File: config.mk
export PLATFORM = sky130hd
export DESIGN_NAME = icb_acc_frontend
export DESIGN_NICKNAME = d
export VERILOG_FILES = /design/src/rtl/acc_pkg.sv /design/src/rtl/icb_addr_decode.sv /design/src/rtl/icb_acc_frontend.sv
export SDC_FILE = /design/constraint.sdc
export NUM_CORES = 1
export LEC_CHECK = 0
export CAP_MARGIN = 20
export CORE_UTILIZATION = 45
export CTS_BUF_LIST = sky130_fd_sc_hd__clkbuf_16
export CTS_CLUSTER_DIAMETER = 40
export DETAILED_ROUTE_END_ITERATION = 7
export HOLD_SLACK_MARGIN = 0.1
export PLACE_DENSITY = 0.86
export SYNTH_ARGS = -nofsm -noshare
export SYNTH_HDL_FRONTEND = slang
export SYNTH_SLANG_ARGS = --single-unit
File: constraint.sdc
create_clock -name clk -period 7.66 [get_ports clk]
set_input_delay 1.532 -clock clk [delete_from_list [all_inputs] [get_ports clk]]
set_output_delay 1.532 -clock clk [all_outputs]
set_load 0.005 [all_outputs]
File: src/rtl/acc_pkg.sv
`default_nettype none
// ============================================================================
//  Module      : acc_pkg
//  Description : Shared definitions for the ICB accelerator front-end:
//                register offsets inside the 4 KB window, the load-target
//                mode encoding and the front-end FSM state type.
//  Revision    : 1.0  initial release
// ============================================================================
package acc_pkg;

   // Byte offsets inside the accelerator window
   localparam logic [11:0] CTRL_OFS    = 12'h000;
   localparam logic [11:0] MODE_OFS    = 12'h004;
   localparam logic [11:0] DATA_OFS_LO = 12'h008;
   localparam logic [11:0] DATA_OFS_HI = 12'hFFF;

   // Load-target select driven to the core
   typedef enum logic [1:0] {
      MODE_RUN   = 2'd0,
      MODE_IFMAP = 2'd1,
      MODE_LUT   = 2'd2,
      MODE_RSVD  = 2'd3
   } mode_e;

   // Front-end transaction FSM
   typedef enum logic [1:0] {
      S_IDLE    = 2'd0,
      S_RD_WAIT = 2'd1,
      S_RSP     = 2'd2
   } state_e;

endpackage
`default_nettype wire

File: src/rtl/icb_addr_decode.sv
`default_nettype none
// ============================================================================
//  Module      : icb_addr_decode
//  Description : Combinational decode of an ICB byte address into the
//                accelerator register map.
//  Ports       : addr    - ICB command address
//                is_ctrl - CTRL register hit
//                is_mode - MODE register hit
//                is_data - DATA window hit
//                buf_idx - buffer word index (raw offset minus DATA base)
//                err     - address not mapped (includes out-of-window)
//  Revision    : 1.0  initial release
// ============================================================================
module icb_addr_decode
   import acc_pkg::*;
#(
   parameter logic [31:0] BASE_ADDR = 32'h1004_2000,
   parameter int          BUF_AW    = 12
) (
   input  logic [31:0]       addr,
   output logic              is_ctrl,
   output logic              is_mode,
   output logic              is_data,
   output logic [BUF_AW-1:0] buf_idx,
   output logic              err
);

   logic [31:0] offset;
   logic [11:0] ofs12;
   logic        in_win;
   logic [11:0] idx_full;

   // Addresses below the base wrap to a huge offset and fall outside the window
   assign offset   = addr - BASE_ADDR;
   assign in_win   = (offset[31:12] == 20'd0);
   assign ofs12    = offset[11:0];

   assign is_ctrl  = in_win && (ofs12 == CTRL_OFS);
   assign is_mode  = in_win && (ofs12 == MODE_OFS);
   // Upper bound DATA_OFS_HI is the window top, so only the low bound matters
   assign is_data  = in_win && (ofs12 >= DATA_OFS_LO);
   assign err      = !(is_ctrl || is_mode || is_data);

   // Index is the raw byte offset past the DATA base, not word-scaled
   assign idx_full = ofs12 - DATA_OFS_LO;
   assign buf_idx  = BUF_AW'(idx_full);

endmodule
`default_nettype wire

File: src/rtl/icb_acc_frontend.sv
`default_nettype none
// ============================================================================
//  Module      : icb_acc_frontend
//  Description : ICB slave front-end for the convolution/tanh core. Decodes
//                CTRL/MODE registers and a DATA window mapped onto a
//                single-cycle buffer port; one outstanding transaction.
//  Ports       : clk/rst            - clock, async active-high reset
//                icb_cmd_*          - ICB command channel
//                icb_rsp_*          - ICB response channel
//                start_pulse/mode   - core control
//                done_i             - core completion
//                buf_*              - buffer port (read data 1 cycle after buf_re)
//  Revision    : 1.0  initial release
// ============================================================================
module icb_acc_frontend
   import acc_pkg::*;
#(
   parameter logic [31:0] BASE_ADDR = 32'h1004_2000,
   parameter int          BUF_AW    = 12,
   parameter int          DW        = 32
) (
   input  logic              clk,
   input  logic              rst,
   input  logic              icb_cmd_valid,
   output logic              icb_cmd_ready,
   input  logic              icb_cmd_read,
   input  logic [31:0]       icb_cmd_addr,
   input  logic [DW-1:0]     icb_cmd_wdata,
   input  logic [3:0]        icb_cmd_wmask,
   output logic              icb_rsp_valid,
   input  logic              icb_rsp_ready,
   output logic [DW-1:0]     icb_rsp_rdata,
   output logic              icb_rsp_err,
   output logic              start_pulse,
   output logic [1:0]        mode,
   input  logic              done_i,
   output logic              buf_we,
   output logic              buf_re,
   output logic [BUF_AW-1:0] buf_addr,
   output logic [DW-1:0]     buf_wdata,
   output logic [3:0]        buf_wmask,
   input  logic [DW-1:0]     buf_rdata
);

   state_e              state_q, state_d;
   logic                is_ctrl, is_mode, is_data, dec_err;
   logic [BUF_AW-1:0]   buf_idx;
   logic                busy_q, done_sticky_q;
   logic                rd_pass_q;
   logic [DW-1:0]       rdata_q, rdata_d;
   logic                err_d;
   logic                cmd_hs, is_wr, mask_any, start_req, start_go;

   icb_addr_decode #(
      .BASE_ADDR (BASE_ADDR),
      .BUF_AW    (BUF_AW)
   ) u_dec (
      .addr    (icb_cmd_addr),
      .is_ctrl (is_ctrl),
      .is_mode (is_mode),
      .is_data (is_data),
      .buf_idx (buf_idx),
      .err     (dec_err)
   );

   // Ready is forced low while reset is held, even though state is already IDLE
   assign icb_cmd_ready = (state_q == S_IDLE) && !rst;
   assign cmd_hs        = icb_cmd_valid && icb_cmd_ready;
   assign is_wr         = !icb_cmd_read;
   assign mask_any      = |icb_cmd_wmask;
   assign start_req     = cmd_hs && is_wr && is_ctrl && icb_cmd_wmask[0] && icb_cmd_wdata[0];
   assign start_go      = start_req && !busy_q;

   assign icb_rsp_valid = (state_q == S_RSP);
   // First RSP cycle after a buffer read forwards the buffer output directly;
   // it is captured at that edge so later cycles hold the same value.
   assign icb_rsp_rdata = rd_pass_q ? buf_rdata : rdata_q;

   always_comb begin
      err_d = dec_err;
      if (is_wr && is_ctrl && icb_cmd_wmask[0] && icb_cmd_wdata[0] && busy_q) err_d = 1'b1;
      if (is_wr && (is_mode || is_data) && busy_q)                           err_d = 1'b1;
   end

   always_comb begin
      rdata_d = '0;
      if (icb_cmd_read && is_ctrl) rdata_d[1:0] = {done_sticky_q, busy_q};
      if (icb_cmd_read && is_mode) rdata_d[1:0] = mode;
   end

   always_comb begin
      state_d = state_q;
      case (state_q)
         S_IDLE:    if (cmd_hs) state_d = (icb_cmd_read && is_data) ? S_RD_WAIT : S_RSP;
         S_RD_WAIT: state_d = S_RSP;
         S_RSP:     if (icb_rsp_ready) state_d = S_IDLE;
         default:   state_d = S_IDLE;
      endcase
   end

   always_ff @(posedge clk or posedge rst) begin
      if (rst) state_q <= S_IDLE;
      else     state_q <= state_d;
   end

   always_ff @(posedge clk or posedge rst) begin
      if (rst) begin
         start_pulse   <= 1'b0;
         mode          <= 2'd0;
         busy_q        <= 1'b0;
         done_sticky_q <= 1'b0;
         buf_we        <= 1'b0;
         buf_re        <= 1'b0;
         buf_addr      <= '0;
         buf_wdata     <= '0;
         buf_wmask     <= 4'd0;
         icb_rsp_err   <= 1'b0;
         rdata_q       <= '0;
         rd_pass_q     <= 1'b0;
      end else begin
         start_pulse <= start_go;
         buf_we      <= cmd_hs && is_wr && is_data && mask_any;
         buf_re      <= cmd_hs && icb_cmd_read && is_data;
         rd_pass_q   <= (state_q == S_RD_WAIT);

         // A start issued in the same cycle as done_i takes priority
         if (start_go) begin
            busy_q        <= 1'b1;
            done_sticky_q <= 1'b0;
         end else if (done_i) begin
            busy_q        <= 1'b0;
            done_sticky_q <= 1'b1;
         end

         if (cmd_hs && is_data && (icb_cmd_read || mask_any)) buf_addr <= buf_idx;
         if (cmd_hs && is_data && is_wr && mask_any) begin
            buf_wdata <= icb_cmd_wdata;
            buf_wmask <= icb_cmd_wmask;
         end

         if (cmd_hs && is_wr && is_mode && !busy_q && icb_cmd_wmask[0]) mode <= icb_cmd_wdata[1:0];

         if (cmd_hs) begin
            icb_rsp_err <= err_d;
            rdata_q     <= rdata_d;
         end else if (rd_pass_q) begin
            rdata_q     <= buf_rdata;
         end
      end
   end

endmodule
`default_nettype wire

==> metrics, run 1 <==
status completed; Worst-path clk slew 60 ps; WP data arrival 4620 ps; RSZ-0062 raised after global routing no; total CTS buffers 9; ys async rst share 100.0%; number of synthesized register bits 91; setup TNS 0 ps; r2r setup slk 4830 ps; CTS Root Cell clkbuf_16; WP data required 7860 ps; post-CTS sizing 0; H-tree Lvls 3; DP HPWL 8256 µm; Port Buffers 193; post-route antenna net violation count 0; first-pass GRT wire length 17180 µm; P&R area growth vs syn 54.20%; FF/Latch Area 2277 µm²; Die Ht 99.50 µm; Logic pwr share 10.1%; Iter 0 DRT Violations 130; peak supply drop 0.09952 mV; Synth Instances 343; slowest stage cell on the critical path or4b_1; DRC 0; crit start category primary input; via count between 3k and 4k; largest net degree at the start of global routing 64; multi-input logic area 1882 µm²; commonest cells after routing, fill and taps aside clkdlybuf4s50_1, dfrtp_1, mux2_2; GP Congestion 0.8847; vias per inst 5.097; # diodes 0; NetSw 219.4 µW; number of fill cells 672; critical-path cell list clkdlybuf4s50_1 > inv_1 > ha_1 > or4b_1 > a211o_1 > a2111oi_0 > o211ai_1 > or3_1 > a221o_1; GRT overflow 0; setup violators final 0; vias in the first global route 3632; leading cell type in the layout, fill and taps excluded clkdlybuf4s50_1; PwrDens 148.7 nW/µm²; full die area 9900 µm²; nets@finish 644; I/O pins 194; total global-route track usage 22.09%; Core Area 9240 µm²; Leakage 0.002980 µW; num rows 35; hold buffer count at cts 0; iteration count of the initial detailed-routing pass 4; critical path class in -> reg; Hold Crit Class reg -> reg; Clk pwr share 40.8%; Synth Flop Type dfrtp_1; final hold viol count 0; share of cells above drive strength 1 14.07%; DP Worst Slack 2921 ps; CP max stage delay 530 ps; Internal 761.1 µW; max-cap violations 0; clock net sink count 91; CTS Buffer Depth 2; syn_area_per_cell approximately 12 µm²; Final Cycle Share 57.67%; antenna violations before repair 0; minimum clock period 4418 ps; Worst setup EP type flip-flop; crit path buf inv count 2; starting density of the core 46.30%; Flop pwr share 49.1%; clk_lat worst skew 320 ps; Synth Net Count 451; total setup buffers inserted after CTS 0; yosys warns 0; Slew headroom 39.63%; Seq/Total Area, Yosys between 50% and 60%; drt total wl 10750 µm; Top delay family on crit path compound AO/OA/AOI/OAI gates; Final Max Tran Viols 0; Worst Tran Pin Value 903.3 ps; Crit Path Max Fanout 7; Post-synth EDFFs 0; Synth Cell Area between 4000 and 5000 µm²; FMAX 226.4 MHz; final setup margin approximately 3200 ps; Max Clock Skew approximately 7.1 ps; CTS tree done; Unique masters post-synth 43; Chip Width 99.50 µm; Switching Fraction ~22%; wire per inst about 16 µm
==> state kept, by name (all words and copies together) (netlist names) <==
name,cells
buf_wdata,32
rdata_q,32
buf_addr,12
buf_wmask,4
mode,2
state_q,2
buf_re,1
buf_we,1
busy_q,1
done_sticky_q,1
icb_rsp_err,1
rd_pass_q,1
start_pulse,1
==> per-layer routing <==
layer / routed length [µm] / vias up / share of wire, % / global-route usage, %
li1: - / 1611 / - / -
met2: 5535 / 140 / 51 / 39.64
met3: 742 / 16 / 6.9 / 6.535
met1: 4268 / 1643 / 40 / 25.06
met4: 208 / 0 / 1.9 / 7.579
met5: 0 / - / 0 / 0
==> cell families after synthesis <==
logic type | Yosys count | synth area share, %
simple gates | 109 | 15.24
flops | 91 | 53.23
mux | 85 | 22.29
buf+inv | 25 | 2.778
compound gates | 23 | 4.241
xor+xnor | 8 | 1.638
fa+ha+maj | 2 | 0.5849
==> area by class of cell <==
type | instances | share of cell area [%]
tap | 129 | 2.447
sequential | 91 | 34.52
clock inverter | 6 | 0.7587
multi-input combinational | 227 | 28.53
timing repair buffer | 197 | 29.74
clock buffer | 9 | 3.414
inverter | 10 | 0.5880
==> final timing paths <==
check                                 startpoint          to  cells past startpoint
worst max-delay path            icb_cmd_addr[13]  state_q[1]                      9
worst min-delay path                  state_q[1]   rd_pass_q                      1
worst max register to register        state_q[0]     mode[1]                      6
worst min register to register        state_q[1]   rd_pass_q                      1
max in group asynchronous                    rst  rdata_q[1]                      3
min in group asynchronous                    rst   rd_pass_q                      2
==> stage by stage <==
stage               hold WS (ps)  area [µm²]  power, µW  util [%]  cells
global route               503.2        6596       1026     71.39    669
floorplan                  429.5        4278      520.0         -    343
CTS                        482.0        6596      994.7     71.39    669
global placement           447.0        6321      587.0     68.41    654
finish                     473.5        6596      980.6     71.39    669
detailed placement         465.3        6321      589.7     68.41    654
==> synth_stat cells (3+ instances only) <==
cell type,instances,area [µm²]
dfrtp_1,91,2277
mux2_2,52,585.6
and2_1,32,200.2
mux2_1,30,337.8
nor2_1,18,67.56
inv_1,10,37.54
nand2_1,9,33.78
nor3_1,8,40.04
nor4_1,8,50.05
clkbuf_1,6,22.52
nand3_1,6,30.03
a21o_1,5,37.54
a21oi_1,5,25.02
buf_1,4,15.01
nand4b_1,4,35.03
nor3b_1,4,30.03
or4_1,4,30.03
xnor2_1,4,35.03
xor2_1,4,35.03
a211oi_1,3,22.52
buf_6,3,33.78
mux2i_1,3,30.03
nor4b_1,3,26.28
==> power groups by stage <==
| stage | Combinational [µW] | Clock (µW) | Sequential, µW |
|---|---|---|---|
| detailed placement | 99.2 | 0 | 490 |
| floorplan | 29.5 | 0 | 490 |
| finish | 99.0 | 400 | 481 |
| global placement | 96.6 | 0 | 490 |
| CTS | 99.9 | 414 | 481 |
| global route | 108 | 437 | 481 |
No activity file was read; power rests on OpenSTA's default activity.
==> run 2, diff against run 1 <==
- CORE_UTILIZATION: 45 -> 38
- PLACE_DENSITY: 0.86 -> 0.77
- clock period: 7.66 -> 3.62 ns (I/O delays scaled with it)
==> run 2 against run 1 <==
Against the previous run: global-route usage is 2.9 points lower; hold slack got worse by 5.3 ps; critical path depth unchanged; clock skew increased by 2.3 ps; count of clock-buffer cells in the layout did not move; final cell count rose by 4.3%; sequential share of layout area is 0.97 points lower; cell area increased by 2.9%; die area is 18% higher; register-to-register slack worse by 3300 ps; sequential power increased by 110%; critical endpoint unchanged; highest routed layer unchanged.
==> metrics, run 2 (synthesis gave the netlist of run 1 again) <==
CTS tree done; iteration count of the initial detailed-routing pass 4; setup TNS 0 ps; minimum clock period between 3000 and 4000 ps; NetSw ~490 µW; PwrDens 320.6 nW/µm²; Die Ht 108.1 µm; Chip Width 108.1 µm; P&R area growth vs syn 58.67%; GP Congestion 0.8502; commonest cells after routing, fill and taps aside clkdlybuf4s50_1, dfrtp_1, mux2_2; H-tree Lvls 3; Switching Fraction 22.35%; Logic pwr share between 10% and 20%; via count 3497; antenna violations before repair 0; Iter 0 DRT Violations 157; critical path launch point icb_cmd_addr[14]; clock net sink count about 90; Crit Path Max Fanout 2; total CTS buffers 9; leading cell type in the layout, fill and taps excluded clkdlybuf4s50_1; vias in the first global route between 3k and 4k; Worst setup EP type flip-flop; largest net degree at the start of global routing 60; starting density of the core 39.29%; first-pass GRT wire length between 15000 and 20000 µm; CTS Root Cell clkbuf_16; Worst Tran Pin Value 571.6 ps; multi-input logic area 1882 µm²; peak supply drop 0.1782 mV; drt total wl 10970 µm; Worst-path clk slew 60 ps; Max Clock Skew 9.347 ps; RSZ-0062 raised after global routing no; GRT overflow 0; I/O pins about 190; WP data arrival 3560 ps; status completed; Hold Crit Start state_q[1]; DP HPWL approximately 8400 µm; Largest regs buf_wdata: 32 flops, rdata_q: 32 flops, buf_addr: 12 flops; Hold Crit Class reg -> reg; Internal 1690 µW; setup violators final 0; Final Cycle Share just over 90%; clk_lat worst skew approximately 330 ps; slowest stage cell on the critical path or4b_1; fin util 62.34%; Core Area 10890 µm²; Clk pwr share 43.0%; CTS Buffer Depth 2; post-placement cell count 682; hold buffer count at cts 0; full die area 11690 µm²; post-route antenna net violation count 0; FMAX 298.1 MHz; max-cap violations 0; Flop pwr share a little under half; post-route non-filler standard cell count 698; wire per inst 15.71 µm; Port Buffers 193; Leakage 0.003083 µW; total setup buffers inserted after CTS 0; CP max stage delay 490 ps; Slew headroom 61.85%; final hold viol count 0; FF/Latch Area 2277 µm²; critical-path cell list clkdlybuf4s50_1 > inv_1 > ha_1 > or4b_1 > a211o_1 > a2111oi_0 > o211ai_1 > or3_1 > a221o_1; Top delay family on crit path compound AO/OA/AOI/OAI gates; number of fill cells 902; # diodes 0; critical path class in -> reg; Final Max Tran Viols 0; crit start category primary input; crit path buf inv count 2; WP data required 3830 ps; share of cells above drive strength 1 16.67%; nets@finish 661; RR Startpoint state_q[0]; vias per inst between 5 and 6; DRC 0; num rows 38; post-CTS sizing 0; total global-route track usage 19.18%
run 2: power by group through the flow:
stage	registers (µW)	clock network, µW	logic (µW)
after floorplan	1040	0	62.5
after global placement	1040	0	217
after detailed placement	1040	0	222
after CTS	1020	959	224
after global routing	1020	1000	241
final	1020	936	222
run 2: layout make-up:
class | instances | share of cell area (%)
clock buffer | 9 | 3.318
clock inverter | 7 | 1.106
inverter | 10 | 0.5714
multi-input combinational | 227 | 27.72
sequential | 91 | 33.55
tap | 140 | 2.581
timing repair buffer | 214 | 31.15
run 2: per-layer routing:
| metal | routed length, µm | global-route usage (%) |
|---|---|---|
| met2 | 5388 | 32.80 |
| met1 | 4532 | 23.32 |
| met3 | 936 | 5.304 |
| met5 | 0 | 0 |
| met4 | 110 | 6.164 |
run 2: final timing paths:
check	endpoint	slack, ps	cells past startpoint
worst max-delay path	state_q[1]	270	9
worst min-delay path	rd_pass_q	470	1
worst max register to register	buf_wdata[19]	1500	6
worst min register to register	rd_pass_q	470	1
max in group asynchronous	buf_wdata[18]	2130	3
min in group asynchronous	rdata_q[30]	790	2
run 2: metrics by stage:
step	cell area, µm²	power [µW]	hold WS (ps)	worst slack, ps
after floorplan	4278	1100	429.5	267.1
after global placement	6487	1255	449.1	-5.312
after detailed placement	6487	1260	457.9	-59.37
after CTS	6788	2201	467.1	289.6
after global routing	6788	2260	482.1	64.23
final	6788	2176	468.2	265.8
==> run 3, diff against run 2 <==
- CORE_MARGIN: unset -> 2
==> run 3 against run 2 <==
Against the previous run: hold slack got worse by 3.6 ps; via count down 1.3%; count of clock-buffer cells in the layout unchanged; non-clock buffer count is 1 higher; power down 1.2%; first-iteration DRC count fell by 38%; sequential power is essentially flat; sequential cell count is the same; die area is 3.7% higher; final cell count grew 0.14%; critical path depth stayed put; largest cell class unchanged.
==> metrics, run 3 (synthesis gave the netlist of run 1 again) <==
status completed; minimum clock period approximately 3300 ps; Port Buffers 193; Die Ht 110.1 µm; CTS Buffer Depth 2; Final Max Tran Viols 0; hold buffer count at cts 0; share of cells above drive strength 1 16.64%; nets@finish about 660; WP data arrival 3540 ps; RR Startpoint state_q[0]; vias in the first global route 3586; wire per inst 15.74 µm; DRC 0; Worst-path clk slew 60 ps; Chip Width 110.1 µm; r2r setup slk between 1000 and 1500 ps; critical path class in -> reg; post-CTS sizing 0; total global-route track usage 18.16%; H-tree Lvls 3; setup TNS 0 ps; DP HPWL ~8600 µm; DP Area roughly 6500 µm²; setup violators final 0; Leakage 0.003084 µW; Hold Crit Start state_q[1]; GP Congestion 0.8971; Hold Crit Class reg -> reg; post-route antenna net violation count 0; first-pass GRT wire length 16990 µm; antenna violations before repair 0; CTS tree done; commonest cells after routing, fill and taps aside clkdlybuf4s50_1, dfrtp_1, mux2_2; WP data required 3830 ps; final hold viol count 0; Worst Tran Pin Value roughly 690 ps; cell area after layout between 6000 and 7000 µm²; Slew headroom 53.69%; Max Clock Skew around 7.7 ps; starting density of the core 39.12%; Crit Path Max Fanout 2; CTS Root Cell clkbuf_16; num rows 38; Worst setup EP type flip-flop; FF-to-FF path depth 6; via count 3450; GRT overflow 0; largest net degree at the start of global routing 57; Hold EP rd_pass_q; leading cell type in the layout, fill and taps excluded clkdlybuf4s50_1; Final Cycle Share roughly 92%; Hold Path Cell Cnt 1; clock net sink count 91; Largest regs buf_wdata: 32 flops, rdata_q: 32 flops, buf_addr: 12 flops; peak supply drop 0.1881 mV; clk_lat worst skew between 300 and 400 ps; FMAX 300.0 MHz; P&R area growth vs syn 58.41%; RSZ-0062 raised after global routing no; PwrDens 317.4 nW/µm²; iteration count of the initial detailed-routing pass 4; total setup buffers inserted after CTS 0; total CTS buffers 9; vias per inst 4.936; drt total wl 11000 µm; Iter 0 DRT Violations 98; max-cap violations 0; RR Endpoint buf_wdata[19]; crit start category primary input; Core Area 10940 µm²; full die area 12120 µm²; I/O pins 194; # diodes 0
==> run 3: cell types whose count changed in the layout (fill, tap and decap cells not counted) <==
cell | previous run | this run
clkinv_1 | 0 | 1
buf_4 | 19 | 21
inv_4 | 0 | 1
clkinvlp_4 | 2 | 1
buf_12 | 2 | 1
inv_6 | 2 | 1
==> run 3: routing by layer <==
| layer | vias up | track usage (%) | part of all wire [%] |
|---|---|---|---|
| li1 | 1648 | - | - |
| met1 | 1654 | 21.83 | 40 |
| met2 | 132 | 30.98 | 49 |
| met3 | 16 | 5.291 | 8.3 |
| met4 | 0 | 6.518 | 1.8 |
| met5 | - | 0 | 0 |
==> run 3: worst max-delay path by stage <==
stage,startpoint,endpoint
4_1_cts,icb_cmd_addr[19],buf_wmask[2]
2_1_floorplan,icb_cmd_addr[19],buf_wdata[0]
5_1_grt,icb_cmd_addr[13],done_sticky_q
3_5_place_dp,icb_cmd_addr[19],buf_wdata[19]
6_report,icb_cmd_addr[14],state_q[1]
3_3_place_gp,icb_cmd_addr[19],buf_wdata[20]
==> run 3: through the flow <==
stage                     setup slack [ps]  power [µW]  std cells  utilization [%]  hold WS, ps
after global placement              -1.801        1256        683            59.29        445.5
after floorplan                      267.1        1100        343                -        429.5
after CTS                            315.7        2179        699            61.97        473.7
after detailed placement            -41.47        1259        683            59.29        457.2
after global routing                 150.9        2247        699            61.97        490.1
final                                286.7        2151        699            61.97        464.6
==> run 3: layout make-up <==
cell class	instances	area, µm²
inverters	10	40.04
multi-input cells	227	1882
flip-flops and latches	91	2277
fillers	915	4159
repair buffers	215	2110
clock buffers	9	225.2
well taps	140	175.2
clock inverters	7	67.56
==> run 3: worst max-delay path: stages <==
cell and delay, ps:
clkdlybuf4s50_1 420, inv_1 60, ha_1 170, or4b_1 470, a211o_1 320, a2111oi_0 470
o211ai_1 200, or3_1 410, a221o_1 300
==> run 3: report_power, final <==
group          internal (µW)  switching [µW]
Sequential              1020           0.803
Clock                    532             380
Combinational            133            86.8
Total                   1680             467
==> RTL change 1: new RTL, settings of run 3 <==
Encoding of `state_e`: now one-hot (3 bits for 3 states).
--- a/src/rtl/acc_pkg.sv
+++ b/src/rtl/acc_pkg.sv
@@ -23,10 +23,10 @@
    } mode_e;
 
    // Front-end transaction FSM
-   typedef enum logic [1:0] {
-      S_IDLE    = 2'd0,
-      S_RD_WAIT = 2'd1,
-      S_RSP     = 2'd2
+   typedef enum logic [2:0] {
+      S_IDLE    = 3'b001,
+      S_RD_WAIT = 3'b010,
+      S_RSP     = 3'b100
    } state_e;
 
 endpackage
Check against the original RTL: no difference found for any inputs over 10 cycles, from zero or initial values and one cycle with rst high; not proved beyond that.
==> RTL change 1 against run 3 <==
Wire length decreased by 2.1%. Cell count shrank 4.1%. Power grew 2.9%. Sequential cell count increased by 1. Count of clock-buffer cells in the layout unchanged. Setup slack improved by 0.15 ns. Design area shrank 1.2%. Synthesized area rose by 0.15%.
==> RTL change 1: results (changes against run 3) <==
* Status: completed
* Area post-placement at 0.00638 mm² (-1.5%)
* Slowest stage cell on the critical path: clkdlybuf4s50_1
* Layout cells sized above 1 at 16.4% (-0.22 points)
* Met1 usage at 21.5% (-0.29 points)
* Endpoint, Worst Hold: buf_wdata[30]
* Routability cong. at 0.829 (-7.6%)
* Critical Path AT at 3.41 ns (-0.13 ns)
* Metal3 WL at 853 µm (-6.1%)
* Slew @ Worst Pin at 0.737 ns (+0.0423 ns)
* Final #Nets at 633 (-4.4%)
* Dpl ws at 0.0927 ns (+0.134 ns)
* Synth top area cells: dfrtp_1 (53%), mux2_2 (12%), mux2_1 (7.1%)
* Vias in the first global route at 3358 (-6.4%)
* Met2 Routed Length at 5320 µm (-2.3%)
* Worst r2r path cells at 5 (-1)
* Met3 Use GR at 6.11% (+0.82 points)
* Post-synthesis sequential area ratio at 53.8% (+0.54 points)
* Worst hold slack at 0.490 ns (+0.0253 ns)
* Non-filler instance count after layout at 670 (-4.1%)
* Worst Skew at 0.00681 ns (-0.000884 ns)
* Psw at 0.459 mW (-1.7%)
* Yosys cell types at 48 (+12%)
* Synth cell count leaders: dfrtp_1 (91), mux2_2 (47), and2_1 (32), mux2_1 (27), nor2_1 (14)
* WL met1 at 4470 µm (+0.31%)
* DP Cell Count at 654 (-4.2%)
* Total Routing Usage GR at 18.0% (-0.17 points)
* Post-synth net total at 436 (-3.3%)
* Largest net degree at the start of global routing at 61 (+7.0%)
* Vias at 3266 (-5.3%)
* Reg-to-reg slack, setup at 1.41 ns (-0.04 ns)
* VDD IR max at 0.000236 V (+25%)
[RTL change 1: cell count changes in the layout (fill, tap and decap cells not counted), moves of 4 or more]
cell	change
buf_4	-17
mux2_4	+9
a21o_1	-5
mux2_2	-5
nor3_1	-5
and3_1	+4
nand4b_1	-4
nor2_1	-4
o21ai_0	+4
or4_1	-4
[RTL change 1: how the worst max path moves through the flow]
stage,start,end,slack [ns],cells past startpoint
after floorplan,rst,buf_addr[0],0.51,1
after global placement,icb_cmd_addr[13],buf_addr[10],0.17,10
after detailed placement,icb_cmd_addr[13],buf_addr[10],0.09,10
after CTS,icb_cmd_addr[13],buf_addr[10],0.44,10
after global routing,icb_cmd_addr[13],buf_addr[10],0.30,10
final,icb_cmd_addr[13],buf_addr[10],0.43,10
[RTL change 1: cells by family (layout without fill, tap and decap cells)]
group / Yosys count / count (layout) / synth area share, %
DFF: 92 / 92 / 53.8
muxes: 85 / 85 / 23.1
xor gates and xnor gates: 9 / 9 / 1.84
adders and majority gates: 2 / 2 / 0.584
and+or+nand+nor: 103 / 103 / 15.6
AOI/OAI and AO/OA: 16 / 16 / 2.63
buffers and inverters: 21 / 223 / 2.54
[RTL change 1: final cells by class]
| class | instances | area share, % |
|---|---|---|
| timing repair buffer | 199 | 29.9 |
| multi-input combinational | 215 | 28.0 |
| inverter | 8 | 0.486 |
| clock inverter | 7 | 1.23 |
| sequential | 92 | 34.4 |
| clock buffer | 9 | 3.37 |
| tap | 140 | 2.62 |
[RTL change 1: power by group through the flow]
stage	combinational (mW)	sequential [mW]	clock, mW
5_1_grt	0.228	1.03	1.05
3_5_place_dp	0.211	1.05	0
6_report	0.208	1.03	0.973
4_1_cts	0.212	1.03	0.996
2_1_floorplan	0.0587	1.05	0
3_3_place_gp	0.206	1.05	0
==> RTL change 2: new RTL, settings of run 3 <==
Made on the original files. `BUF_AW` is set to 12 in 2 places; all go to 13.
--- a/src/rtl/icb_addr_decode.sv
+++ b/src/rtl/icb_addr_decode.sv
@@ -15,7 +15,7 @@
    import acc_pkg::*;
 #(
    parameter logic [31:0] BASE_ADDR = 32'h1004_2000,
-   parameter int          BUF_AW    = 12
+   parameter int          BUF_AW    = 13
 ) (
    input  logic [31:0]       addr,
    output logic              is_ctrl,
--- a/src/rtl/icb_acc_frontend.sv
+++ b/src/rtl/icb_acc_frontend.sv
@@ -16,7 +16,7 @@
    import acc_pkg::*;
 #(
    parameter logic [31:0] BASE_ADDR = 32'h1004_2000,
-   parameter int          BUF_AW    = 12,
+   parameter int          BUF_AW    = 13,
    parameter int          DW        = 32
 ) (
    input  logic              clk,
Interface: changed (resized buf_addr); port bits go from 194 to 195. The function was not compared with the original's and may differ.
==> RTL change 2 against run 3 <==
Synthesized area is 0.18% lower. Clock skew hardly changed. Design area hardly changed. Wire length is 2.1% higher. Setup slack worse by 0.19 ns. First-iteration DRC count is 24% higher. Register-to-register slack worse by 0.08 ns. Power is 3.6% lower. Sequential cell count stayed put. Critical path type unchanged. Hold slack better by 0.017 ns.
==> RTL change 2: results (changes against run 3) <==
* Status: completed
* Final #Nets at 650 (-1.8%)
* Worst Skew at 0.00776 ns (+0.0000674 ns)
* Worst-path maximum fanout at 5 (+3)
* Post-synth net total at 443 (-1.8%)
* Port Buffers at 193 (unchanged)
* Worst-path clk slew at 0.06 ns (about the same)
* Reg2reg start: state_q[0]
* Leak Pwr at 3.06 nW (-0.86%)
* Initial DRC count at 122 (+24%)
* Post-synthesis sequential area ratio at 53.3% (+0.094 points)
* CP Launch Point: icb_cmd_addr[16]
* CTS max path bufs at 2 (unchanged)
* Synth top area cells: dfrtp_1 (53%), mux2_2 (17%), and2_1 (4.5%)
* HPWL after DPL at 8670 µm (+1.1%)
* Post-synthesis async set-or-reset flop share at 100% (unchanged)
* Post-synthesis mux area share at 22.6% (+0.36 points)
* Xor and xnor area share after synthesis at 1.64% (+0.0029 points)
* VDD IR max at 0.000192 V (+2.2%)
* Adder-Cell Fraction of Synth Area at 0.586% (+0.0010 points)
* Largest regs: buf_wdata (32), rdata_q (32), buf_addr (12)
* Crit path largest cell delay at 0.56 ns (+0.09 ns)
* Synth cell count leaders: dfrtp_1 (91), mux2_2 (65), and2_1 (31), nand2_1 (12)
* Critical Path AT at 3.73 ns (+0.19 ns)
* Compound-Gate Fraction of Synth Area at 3.49% (-0.75 points)
* Layout cells sized above 1 at 21.4% (+4.8 points)
* Hold Crit Start: icb_rsp_err
* Vias in the first global route at 3522 (-1.8%)
* Slowest stage cell on the critical path: or4b_4
* Total Routing Usage GR at 18.8% (+0.67 points)
* Vias per cell at 4.92 (-0.35%)
* Routability cong. at 0.844 (-5.9%)
* Largest net degree at the start of global routing at 64 (+12%)
* Slew @ Worst Pin at 0.522 ns (-0.173 ns)
* Psw at 0.459 mW (-1.7%)
* WL per Instance at 16.4 µm (+3.9%)
* Post-CTS sizing at 6 (+6)
* First-pass GRT wire length at 17400 µm (+2.1%)
* Yosys cell types at 47 (+9.3%)
* Initial antenna violation count at 0 (unchanged)
* Num CTS Buffers at 9 (unchanged)
==> RTL change 2: cell count changes in the layout (fill, tap and decap cells not counted), moves of 7 or more <==
cell / delta
mux2_4: +19
mux2_1: -26
mux2_2: +7
buf_4: -7
nor2_1: -11
==> RTL change 2: routing by layer <==
layer / up-vias / part of all wire [%] / GRT usage, %
met2: 119 / 53 / 33.5
met5: - / 0 / 0
met3: 17 / 6.3 / 5.00
met1: 1638 / 39 / 21.8
li1: 1605 / - / -
met4: 0 / 2.0 / 6.60
==> RTL change 2: logic make-up (layout without fill, tap and decap cells) <==
logic type | after synthesis | in the layout
buf+inv | 24 | 235
flops | 91 | 91
simple gates | 105 | 106
other cells | 1 | 1
compound gates | 21 | 21
mux | 83 | 83
fa+ha+maj | 2 | 2
xor+xnor | 8 | 8
==> RTL change 2: through the flow <==
step | utilization (%) | cell area [µm²] | worst slack (ns) | cells | power [mW]
floorplan | - | 4330 | 0.00163 | 335 | 1.10
global placement | 59.6 | 6490 | -0.397 | 670 | 1.26
detailed placement | 59.6 | 6490 | -0.454 | 670 | 1.27
CTS | 62.2 | 6770 | 0.121 | 687 | 2.10
global route | 62.2 | 6770 | 0.0233 | 687 | 2.16
finish | 62.2 | 6770 | 0.0934 | 687 | 2.07
==> RTL change 2: cell type report <==
cell class	instances	area, µm²
clock buffers	9	225
clock inverters	7	36.3
fillers	878	4120
inverters	10	45.0
multi-input cells	221	1940
flip-flops and latches	91	2280
well taps	140	175
repair buffers	209	2070
==> RTL change 2: worst paths after layout <==
path,endpoint,slack (ns),cells past startpoint
max in group asynchronous,rdata_q[19],2.22,3
worst max register to register,buf_wdata[23],1.37,6
worst min register to register,icb_rsp_err,0.48,2
worst min-delay path,icb_rsp_err,0.48,2
min in group asynchronous,rdata_q[8],0.76,2
worst max-delay path,state_q[1],0.09,8
==> RTL change 2: worst max-delay path, delay by kind of cell <==
kind / cells / cell delay, ns
buffers and inverters: 2 / 0.59
AO/OA/AOI/OAI: 2 / 0.61
AND/OR/NAND/NOR: 4 / 1.80
==> RTL change 2: power by group through the flow <==
| stage | logic, mW | registers (mW) | clock network (mW) |
|---|---|---|---|
| after global placement | 0.221 | 1.04 | 0 |
| after global routing | 0.245 | 1.02 | 0.895 |
| after detailed placement | 0.226 | 1.04 | 0 |
| after CTS | 0.229 | 1.02 | 0.846 |
| after floorplan | 0.0637 | 1.04 | 0 |
| final | 0.226 | 1.02 | 0.825 |
